$ cat config.mk
export PLATFORM = sky130hd
export DESIGN_NAME = jt12_timer_ctrl
export DESIGN_NICKNAME = d
export VERILOG_FILES = /design/src/rtl/jt12_timer_ctrl.sv
export SDC_FILE = /design/constraint.sdc
export NUM_CORES = 1
export LEC_CHECK = 0
export ABC_AREA = 1
export CAP_MARGIN = 15
export CORE_UTILIZATION = 43
export DETAILED_ROUTE_END_ITERATION = 8
export PLACE_DENSITY = 0.79
export SLEW_MARGIN = 20
export SYNTH_ARGS = -nofsm -noshare
export SYNTH_HDL_FRONTEND = slang
export SYNTH_SLANG_ARGS = --single-unit
$ cat constraint.sdc
create_clock -name clk -period 1.39 [get_ports clk]
set_input_delay 0.139 -clock clk [delete_from_list [all_inputs] [get_ports clk]]
set_output_delay 0.139 -clock clk [all_outputs]
set_load 0.02 [all_outputs]
$ cat src/rtl/jt12_timer_ctrl.sv
// Timer register decoder: 0x24-0x27 writes, CSM key-on strobe,
// write-busy counter and status byte for the FM timer pair.
module jt12_timer_ctrl #(
  parameter int BUSY_CNT = 32
) (
  input  logic       clk,
  input  logic       rst,
  input  logic       clk_en,
  input  logic       zero,
  input  logic       reg_wr,
  input  logic [7:0] reg_addr,
  input  logic [7:0] reg_din,
  input  logic       flag_A,
  input  logic       flag_B,
  input  logic       overflow_A,
  output logic [9:0] value_A,
  output logic [7:0] value_B,
  output logic       load_A,
  output logic       load_B,
  output logic       enable_irq_A,
  output logic       enable_irq_B,
  output logic       clr_flag_A,
  output logic       clr_flag_B,
  output logic [1:0] ch3_mode,
  output logic       csm_keyon,
  output logic       busy,
  output logic [7:0] status
);

  localparam logic [5:0] BUSY_LD = 6'(BUSY_CNT);

  logic [5:0] busy_cnt;
  logic       csm_on;
  logic       wr24;
  logic       wr25;
  logic       wr26;
  logic       wr27;
  logic       tick_zero;

  assign wr24      = reg_wr && (reg_addr == 8'h24);
  assign wr25      = reg_wr && (reg_addr == 8'h25);
  assign wr26      = reg_wr && (reg_addr == 8'h26);
  assign wr27      = reg_wr && (reg_addr == 8'h27);
  assign tick_zero = clk_en && zero;

  always_ff @(posedge clk) begin
    if (rst) begin
      value_A      <= '0;
      value_B      <= '0;
      load_A       <= 1'b0;
      load_B       <= 1'b0;
      enable_irq_A <= 1'b0;
      enable_irq_B <= 1'b0;
      clr_flag_A   <= 1'b0;
      clr_flag_B   <= 1'b0;
      ch3_mode     <= 2'b00;
    end else begin
      clr_flag_A <= 1'b0;
      clr_flag_B <= 1'b0;
      unique case (1'b1)
        wr24: value_A[9:2] <= reg_din;
        wr25: value_A[1:0] <= reg_din[1:0];
        wr26: value_B      <= reg_din;
        wr27: begin
          load_A       <= reg_din[0];
          load_B       <= reg_din[1];
          enable_irq_A <= reg_din[2];
          enable_irq_B <= reg_din[3];
          clr_flag_A   <= reg_din[4];
          clr_flag_B   <= reg_din[5];
          ch3_mode     <= reg_din[7:6];
        end
        default: ;
      endcase
    end
  end

  // A write always wins over the decrement on the same edge
  always_ff @(posedge clk) begin
    if (rst) begin
      busy_cnt <= '0;
    end else if (reg_wr) begin
      busy_cnt <= BUSY_LD;
    end else if (clk_en && (busy_cnt != 6'd0)) begin
      busy_cnt <= busy_cnt - 6'd1;
    end
  end

  // Key-on lasts one sample period; leaving CSM mode kills it at once
  always_ff @(posedge clk) begin
    if (rst) begin
      csm_on <= 1'b0;
    end else if (wr27 && (reg_din[7:6] != 2'b10)) begin
      csm_on <= 1'b0;
    end else if (tick_zero) begin
      csm_on <= overflow_A && (ch3_mode == 2'b10);
    end
  end

  assign busy      = (busy_cnt != 6'd0);
  assign csm_keyon = csm_on;
  assign status    = {busy, 5'b0, flag_B, flag_A};

endmodule

; ---- After elaboration in Yosys (flattened, before gate mapping)
; Cells that the tools add are included.
[classes]
mux = 2
eq_ne = 6
n_addsub = 1
bitwise = 1
reduce_logical = 13
[ops]
columns = op, n
row1 = $eq A8 B6 Y1 const B, 4
row2 = $mux W6, 2
row3 = $logic_and A1 B1 Y1, 8
row4 = $reduce_bool A6 Y1, 1
row5 = $reduce_or A2 Y1, 3
row6 = $sub A6 B1 Y6 const B, 1
row7 = $eq A2 B2 Y1 const B, 1
row8 = $ne A2 B2 Y1 const B, 1
row9 = $reduce_bool A2 Y1, 1
row10 = $not A1 Y1, 1
[word_totals]
word_cells = 36
regBits = 33
input_bits = 24

; ---- Logic depth before layout (Yosys ltp)
; Gate-level depths: netlist of the first run.
[logic_depth]
word_depth = 4
depth_mapped = 8
mapped_depth_nobuf = 8

; ---- Least setup slack after synthesis of the first run
; No wires, ideal clock.
[synth_timing]
path_type = register to register
from = register busy_cnt[0]
to = register busy_cnt[1]
setup_slack_ns = 0.104
arrival_time_ns = 1.166
setup_ns = 0.119
period_less_slack_ns = 1.286
path_stages_with_launch = 8
cell_sequence = dfxtp_1 > inv_1 > ha_1 > nand3_2 > nand2_1 > inv_2 > o21ai_0 > a21oi_1
[synth_via]
elab_chain_len = 2
[synth_lines]
columns = item, line_no
row1 = start: declaration, 32  ; logic [5:0] busy_cnt;
row2 = start signal: assignment, 85  ; busy_cnt <= busy_cnt - 6'd1;
row3 = $reduce_bool A6 Y1, -
row4 = via busy, 26  ; output logic busy,
row5 = $logic_and A1 B1 Y1, 84  ; end else if (clk_en && (busy_cnt != 6'd0)) begin
; The timed path passes the listed nets, and every way through them passes these cells.
; A chain may end at the register's enable or synchronous reset.

; ---- Worst setup path after layout of the first run
[layout_timing]
from = register busy_cnt[1]
to = output port busy
[layout_via]
elab_chain_len = 1
[layout_lines]
columns = item, line_no
row1 = $reduce_bool A6 Y1, 100  ; assign busy = (busy_cnt != 6'd0);
row2 = end: declaration, 26
; No other way between the ends.

==> metrics.txt, run 1 <==
Final ANT Viol Nets=0; n_diodes=0; Pwr Total=1.81 mW; Slew Viols, Final=0; CTS sink count=33; DRT Wirelength=3.56 mm; multi-input logic area=701 um^2; Leak=1.14 nW; GRT Resource Usage Total=0.198; Post-Layout Cell Count=336; Die Y-Extent=62.5 um; Max Root-Sink Buffers=2; initial antenna violation count=0; first-pass GRT wire length=6.02 mm; DIE AREA=3910 um^2; Final Cycle Share=0.923; drt first pass iters=4; Mean Syn Cell Area=7.03 um^2; Clock Skew=0.0125 ns; Critical Path RT=1.25 ns; Initial Utilization=0.461; CP Max Fanout=3; Worst VDD drop=0.495 mV; Unique masters post-synth=23; post-layout minimum cycle time=1.28 ns; Layout Nets=315; initial DRC count=68; layout cell share with drive strength beyond 1=0.134; GPL Wtd Cong=0.862; RSZ-0062 raised after global routing=false; Port-buffer cells=50; startpoint types=flop; Final Hold Viols=0; vias=1528; clock slew at reported path FFs=0.09 ns; Core ar.=3420 um^2; crit path DAT=1.14 ns; Root Buffer=clkbuf_4; H-tree depth=2; sequential fraction of the synthesis area=0.420; largest net degree at the start of global routing=17; wire length per cell=10.6 um; fmax=779 MHz; Post-route DRC=0; die width=62.5 um; cts hold-fix bufs=0; kind of critical path=reg -> out; GR Overflow Total=0; via/cell ratio=4.55; Worst Hold Class=in -> out; post-DP HPWL=2.73 mm; synth warn=0; Register Area=661 um^2; Fillers=324; commonest non-fill, non-tap cell in the layout=nand2_1; power per cell area=822 nW/um^2; Num CTS Buffers=5; crit end category=output pin; Seq cells post-synth=33; Clk Latency, worst-skew pair=0.35 ns; row count=21; Post-Syn Instances=224; vias in the first global route=1362; Layout area overhead=40.0%; most frequent cells in the layout=nand2_1 (56), nor2_1 (41), dfxtp_1 (33); status=completed; CTS tree=done; Cell Area, Synth=1570 um^2; # Max-Cap Violations=0; placed cells=328; io pins=60; Final Setup Violations=0
==> power by group <==
group          switching (mW)  internal, mW  leakage, nW  total, mW
logic                   0.169         0.146        0.843      0.315
registers             0.00845         0.959        0.267      0.967
clock network           0.339         0.190       0.0310      0.529
total                   0.516          1.29         1.14       1.81
==> state kept, by name (all words and copies together) (netlist names) <==
name and count:
enable_irq_B 1, ch3_mode 2, clr_flag_B 1, load_A 1, load_B 1, clr_flag_A 1, busy_cnt 6, enable_irq_A 1
value_A 10, value_B 8, csm_keyon 1
==> cells in the mapped netlist (all sizes together) <==
| library cell | instances | share of area |
|---|---|---|
| o21ai | 4 | 0.013 |
| nand3 | 9 | 0.041 |
| a21oi | 13 | 0.041 |
| nor3 | 2 | 0.014 |
| buf | 13 | 0.068 |
| ha | 2 | 0.016 |
| clkbuf | 1 | 0.0024 |
| nor3b | 2 | 0.0095 |
| clkinv | 1 | 0.0024 |
| nand2 | 57 | 0.14 |
| xor2 | 1 | 0.0056 |
| dfxtp | 33 | 0.42 |
| conb | 1 | 0.0024 |
| nor2 | 44 | 0.12 |
| inv | 31 | 0.074 |
| nand4 | 10 | 0.040 |
==> worst max-delay path, stage by stage (launching register included) <==
cell     delay [ns]
dfxtp_1        0.32
inv_1          0.06
ha_1           0.16
nand3_2        0.10
buf_4          0.17
==> path summary, 6_finish.rpt <==
kind                                  start     endpoint  slack (ns)  cells after the start
worst max-delay path            busy_cnt[1]         busy        0.11                      4
worst min-delay path                 flag_B    status[1]        0.28                      0
worst max register to register  busy_cnt[1]  busy_cnt[3]        0.15                      9
worst min register to register   value_A[1]   value_A[1]        0.48                      2
==> kinds of logic (layout without fill, tap and decap cells) <==
family / after synthesis / in the layout / share of synthesized area
AND/OR/NAND/NOR: 124 / 124 / 0.356
buffers and inverters: 46 / 108 / 0.146
flip-flops: 33 / 33 / 0.420
AO/OA/AOI/OAI: 17 / 17 / 0.0541
adder cells (fa/ha/maj): 2 / 2 / 0.0159
other: 1 / 5 / 0.00238
XOR/XNOR: 1 / 1 / 0.00557
==> per-stage QoR <==
stage / setup TNS, ns / hold slack, ns / util / instance area (um^2) / worst slack, ns
floorplan: 0 / 0.274 / - / 1590 / 0.104
global placement: -1.40 / 0.278 / 0.640 / 2180 / -0.0747
detailed placement: -1.68 / 0.278 / 0.640 / 2180 / -0.0993
CTS: 0 / 0.278 / 0.643 / 2200 / 0.0614
global route: 0 / 0.278 / 0.645 / 2200 / 0.00109
finish: 0 / 0.278 / 0.645 / 2200 / 0.107
==> final cells by class <==
class | count | area share
clock buffers | 5 | 0.0170
clock inverters | 3 | 0.00795
inverters | 32 | 0.0545
multi-input cells | 149 | 0.318
flip-flops and latches | 33 | 0.300
well taps | 46 | 0.0261
repair buffers | 68 | 0.277
==> layer usage <==
| layer | global-route usage | vias to the layer above | share of wire |
|---|---|---|---|
| met2 | 0.327 | 42 | 0.48 |
| met1 | 0.236 | 676 | 0.46 |
| met4 | 0.0698 | 0 | 0.015 |
| met3 | 0.0693 | 6 | 0.047 |
| met5 | 0 | - | 0 |
| li1 | - | 804 | - |
==> repair_timing <==
item	CTS	global route
cloned	0	0
setup endpoints to repair	29	6
setup buffers	0	0
resized for setup	35	4
Note: power is estimated with default switching activity, not from simulation.
==> inputs of run 2 (changes only) <==
SETUP_SLACK_MARGIN = 0.5   (was unset)
==> metrics.txt, run 2 (same netlist as run 1, synthesis figures left out) <==
commonest non-fill, non-tap cell in the layout=nand2_1 (unchanged); Clk Latency, worst-skew pair=0.34 ns (was 0.35 ns); Leak=1.25 nW (was 1.14 nW); DP Worst Slack=-0.223 ns (was -0.0993 ns); Layout area overhead=68.2% (was 40.0%); initial DRC count=92 (was 68); clock power share=0.359 (was 0.292); vias in the first global route=1512 (was 1362); Core ar.=3420 um^2 (unchanged); setup_tns=0 ns (unchanged); crit path max-delay cell type=dfxtp_2 (was dfxtp_1); CP Cell Sequence=inv_2 -> ha_4 -> nand3_4 -> buf_6 (was inv_1 -> ha_1 -> nand3_2 -> buf_4); Largest stage delay, worst path=0.34 ns (was 0.32 ns); Switch Pwr=0.560 mW (was 0.516 mW); io pins=60 (unchanged); largest net degree at the start of global routing=19 (was 17); post-layout minimum cycle time=1.24 ns (was 1.28 ns); FF-to-FF Start=busy_cnt[0] (was busy_cnt[1]); Seq pwr share=0.457 (was 0.534); Final Cycle Share=0.894 (was 0.923); layout cell share with drive strength beyond 1=0.471 (was 0.134); vias=1681 (was 1528); Final ANT Viol Nets=0 (unchanged); Layout Nets=331 (was 315); Worst VDD drop=0.617 mV (was 0.495 mV); Critical Path RT=1.25 ns (about the same); # Max-Cap Violations=0 (unchanged); Final Setup Violations=0 (unchanged); Root Buffer=clkbuf_4 (unchanged); hold_sp=rst (was flag_B); startpoint types=flop (unchanged); row count=21 (unchanged); die width=62.5 um (unchanged); DRT Wirelength=4.61 mm (was 3.56 mm); Largest register FFs=10 (unchanged); Final Hold Slack=0.193 ns (was 0.278 ns); first-pass GRT wire length=6.98 mm (was 6.02 mm); Die Y-Extent=62.5 um (unchanged); switching share of power=0.263 (was 0.285); CTS sink count=33 (unchanged); DIE AREA=3910 um^2 (unchanged); Clock Skew=0.00320 ns (was 0.0125 ns); Pwr Total=2.13 mW (was 1.81 mW); GPL Wtd Cong=0.763 (was 0.862); Max Root-Sink Buffers=2 (unchanged); setup ws final=0.147 ns (was 0.107 ns); Final Util=0.775 (was 0.645); Fillers=244 (was 324); status=completed (unchanged); CP bufs+invs=2 (unchanged); GRT Resource Usage Total=0.228 (was 0.198); Top reg by flops=value_A (unchanged); drt first pass iters=4 (unchanged); power per cell area=803 nW/um^2 (was 822 nW/um^2); CP Max Fanout=3 (unchanged); share of total power in combinational logic=0.184 (was 0.174); kind of critical path=reg -> out (unchanged); cell internal pwr=1.57 mW (was 1.29 mW); crit end category=output pin (unchanged); crit path DAT=1.10 ns (was 1.14 ns); CP top delay family=flip-flops (unchanged); Worst Hold Class=in -> reg (was in -> out); top flop regs=value_A (10), value_B (8), busy_cnt (6) (unchanged); via/cell ratio=4.78 (was 4.55); fmax=805 MHz (was 779 MHz); CTS tree=done (unchanged); clock slew at reported path FFs=0.10 ns (was 0.09 ns); GR Overflow Total=0 (unchanged); Num CTS Buffers=5 (unchanged); wire length per cell=13.1 um (was 10.6 um); n_diodes=0 (unchanged); H-tree depth=2 (unchanged); CP Launch Point=busy_cnt[1] (unchanged); Initial Utilization=0.461 (unchanged); Post-route DRC=0 (unchanged); Port-buffer cells=50 (unchanged); post-DP HPWL=2.74 mm (was 2.73 mm); most frequent cells in the layout=nand2_1 (51), nor2_1 (35), buf_6 (35) (was nand2_1 (56), nor2_1 (41), dfxtp_1 (33)); cts hold-fix bufs=0 (unchanged); Final Hold Viols=0 (unchanged); Slew Viols, Final=0 (unchanged); RSZ-0062 raised after global routing=true (was false); initial antenna violation count=0 (unchanged)
==> run 2: cell count changes in the layout (fill, tap and decap cells not counted), moves of 6 or more <==
cell | previous run | this run
buf_6 | 0 | 35
dfxtp_1 | 33 | 4
dfxtp_2 | 0 | 29
dlygate4sd2_1 | 27 | 0
clkdlybuf4s50_1 | 21 | 11
clkbuf_2 | 0 | 8
buf_4 | 19 | 25
nand3_4 | 0 | 6
nor2_1 | 41 | 35
==> run 2: power groups by stage <==
stage | registers, mW | clock network, mW | logic (mW)
2_1_floorplan | 0.992 | 0 | 0.218
3_3_place_gp | 0.993 | 0 | 0.348
3_5_place_dp | 0.993 | 0 | 0.353
4_1_cts | 0.971 | 0.765 | 0.378
5_1_grt | 0.976 | 0.806 | 0.424
6_report | 0.973 | 0.763 | 0.391
==> run 2: stage by stage <==
step                cells  cell area (um^2)
CTS                   345              2540
global placement      327              2280
detailed placement    327              2280
floorplan             228              1700
finish                352              2650
global route          352              2650
==> run 2: cell type report <==
cell class | instances | area [um^2] | share of cell area
Tap cell | 46 | 57.6 | 0.0217
Timing Repair Buffer | 83 | 810 | 0.306
Sequential cell | 33 | 697 | 0.263
Multi-Input combinational cell | 150 | 861 | 0.325
Clock inverter | 1 | 30.0 | 0.0113
Inverter | 32 | 138 | 0.0520
Clock buffer | 7 | 55.1 | 0.0208
==> run 2: worst register-to-register path, cell delays in order (launching register included) <==
cell     delay (ns)
dfxtp_2        0.35
inv_4          0.05
ha_4           0.15
nand3_4        0.09
buf_4          0.13
nand2_4        0.07
inv_4          0.09
nand4_1        0.08
nand2_1        0.07
nor2_1         0.03
==> run 2: path summary, 6_finish.rpt <==
check,slack [ns],cells after the start,endpoint
worst max-delay path,0.15,4,busy
worst min-delay path,0.19,4,busy_cnt[2]
worst max register to register,0.18,9,busy_cnt[3]
worst min register to register,0.50,2,busy_cnt[0]
==> run 2: timing repair <==
item	CTS	global route
gates cloned	1	1
gates resized for setup	222	36
buffers inserted	9	6
setup endpoints to repair	62	62
pin swaps	12	15
==> run 2: routing by layer <==
metal,GRT usage,vias to the layer above,routed length [um]
li1,-,844,-
met1,0.286,766,1970
met2,0.372,60,2290
met3,0.0438,11,251
met4,0.113,0,102
met5,0,-,0
==> inputs of run 3 (changes only) <==
CORE_UTILIZATION = 45   (was 43)
DONT_BUFFER_PORTS = 1   (was unset)
PLACE_DENSITY = unset   (was 0.79)
==> metrics.txt, run 3 (same netlist as run 1, synthesis figures left out) <==
DRT Wirelength=4.05 mm (was 4.61 mm); Top reg by flops=value_A (unchanged); drt first pass iters=4 (unchanged); Post-route DRC=0 (unchanged); Clk Latency, worst-skew pair=0.33 ns (was 0.34 ns); n_diodes=0 (unchanged); CP Max Fanout=4 (was 3); crit end category=output pin (unchanged); die width=61.1 um (was 62.5 um); Core ar.=3340 um^2 (was 3420 um^2); # Max-Cap Violations=0 (unchanged); initial DRC count=44 (was 92); post-DP HPWL=2.65 mm (was 2.74 mm); Worst Hold Class=in -> reg (unchanged); first-pass GRT wire length=6.20 mm (was 6.98 mm); Pwr Total=2.02 mW (was 2.13 mW); io pins=60 (unchanged); largest net degree at the start of global routing=19 (unchanged); startpoint types=flop (unchanged); placed cells=262 (was 327); Critical Path RT=1.25 ns (about the same); GPL Wtd Cong=0.755 (was 0.763); commonest non-fill, non-tap cell in the layout=nand2_1 (unchanged); RSZ-0062 raised after global routing=true (unchanged); setup_tns=0 ns (unchanged); vias in the first global route=1328 (was 1512); Worst VDD drop=0.533 mV (was 0.617 mV); Port-buffer cells=0 (was 50); Max Root-Sink Buffers=2 (unchanged); Final Cycle Share=0.913 (was 0.894); Num CTS Buffers=5 (unchanged); most frequent cells in the layout=nand2_1 (51), nor2_1 (37), inv_1 (26), dfxtp_4 (26) (was nand2_1 (51), nor2_1 (35), buf_6 (35)); Initial Utilization=0.472 (was 0.461); Final Setup Violations=0 (unchanged); kind of critical path=reg -> out (unchanged); Clock Skew=0.00852 ns (was 0.00320 ns); GR Overflow Total=0 (unchanged); CTS tree=done (unchanged); via/cell ratio=5.05 (was 4.78); vias=1448 (was 1681); Layout area overhead=33.1% (was 68.2%); top flop regs=value_A (10), value_B (8), busy_cnt (6) (unchanged); crit path DAT=1.13 ns (was 1.10 ns); clock slew at reported path FFs=0.10 ns (about the same); post-layout minimum cycle time=1.27 ns (was 1.24 ns); Root Buffer=clkbuf_4 (unchanged); status=completed (unchanged); Post-Layout Cell Count=287 (was 352); Fillers=318 (was 244); fmax=788 MHz (was 805 MHz); GRT Resource Usage Total=0.233 (was 0.228); CTS sink count=33 (unchanged); DIE AREA=3740 um^2 (was 3910 um^2); Largest register FFs=10 (unchanged); Final Hold Viols=0 (unchanged); H-tree depth=2 (unchanged); Final ANT Viol Nets=0 (unchanged); Leak=0.887 nW (was 1.25 nW); Slew Viols, Final=0 (unchanged); Die Y-Extent=61.1 um (was 62.5 um); Layout Nets=266 (was 331); row count=21 (unchanged); wire length per cell=14.1 um (was 13.1 um); power per cell area=966 nW/um^2 (was 803 nW/um^2); layout cell share with drive strength beyond 1=0.328 (was 0.471); initial antenna violation count=0 (unchanged)
[run 3: changes by cell type in the layout (fill, tap and decap cells not counted), sizes merged]
cell and delta:
clkbuf -9, nand3 -1, dlygate4sd3 +11, clkdlybuf4s50 -11, buf -54, dlymetal6s2s -1
[run 3: worst paths after layout]
kind,from,to,slack [ns],depth (start not counted)
setup / recovery,busy_cnt[2],busy,0.12,3
hold / removal,reg_addr[1],value_A[1],0.02,3
hold reg to reg,busy_cnt[4],busy_cnt[4],0.50,2
setup reg to reg,busy_cnt[1],busy_cnt[3],0.16,9
[run 3: power by group]
part           leakage, nW  total (mW)  switching [mW]  internal [mW]
Combinational        0.552       0.352           0.207          0.145
Sequential           0.289       0.927          0.0171          0.910
Clock               0.0455       0.746           0.316          0.429
Total                0.887        2.02           0.540           1.48
[run 3: per-layer routing]
layer,vias to the layer above,track usage,wire length (um)
met3,13,0.0945,305
li1,714,-,-
met4,0,0.0747,112
met1,667,0.266,1580
met2,54,0.396,2050
met5,-,0,0
[run 3: worst max-delay path: stages (launching register included)]
cell and delay (ns):
dfxtp_2 0.39, nor2_4 0.16, nand3_4 0.09, buf_8 0.15
[run 3: cell type report]
cell class                      instances  area, um^2  area share
Clock buffer                            7        55.1      0.0263
Tap cell                               46        57.6      0.0275
Timing Repair Buffer                   19         181      0.0866
Clock inverter                          1        30.0      0.0143
Sequential cell                        33         763       0.364
Inverter                               32         143      0.0681
Multi-Input combinational cell        149         866       0.413
[run 3: what timing repair did]
item / CTS / global route
setup endpoints to repair: 36 / 43
buffers inserted: 4 / 2
pin swaps: 8 / 8
endpoints found under the hold margin: 27 / 0
hold buffers: 11 / 0
resized for setup: 42 / 36
[run 3: through the flow]
stage,utilization,instance area [um^2],hold WS (ns),setup slack (ns)
floorplan,-,1700,0.255,0.312
global placement,0.496,1660,0.213,0.275
detailed placement,0.496,1660,0.213,0.184
CTS,0.588,1960,0.00993,0.132
global route,0.628,2100,0.0164,0.0704
finish,0.628,2100,0.0209,0.121
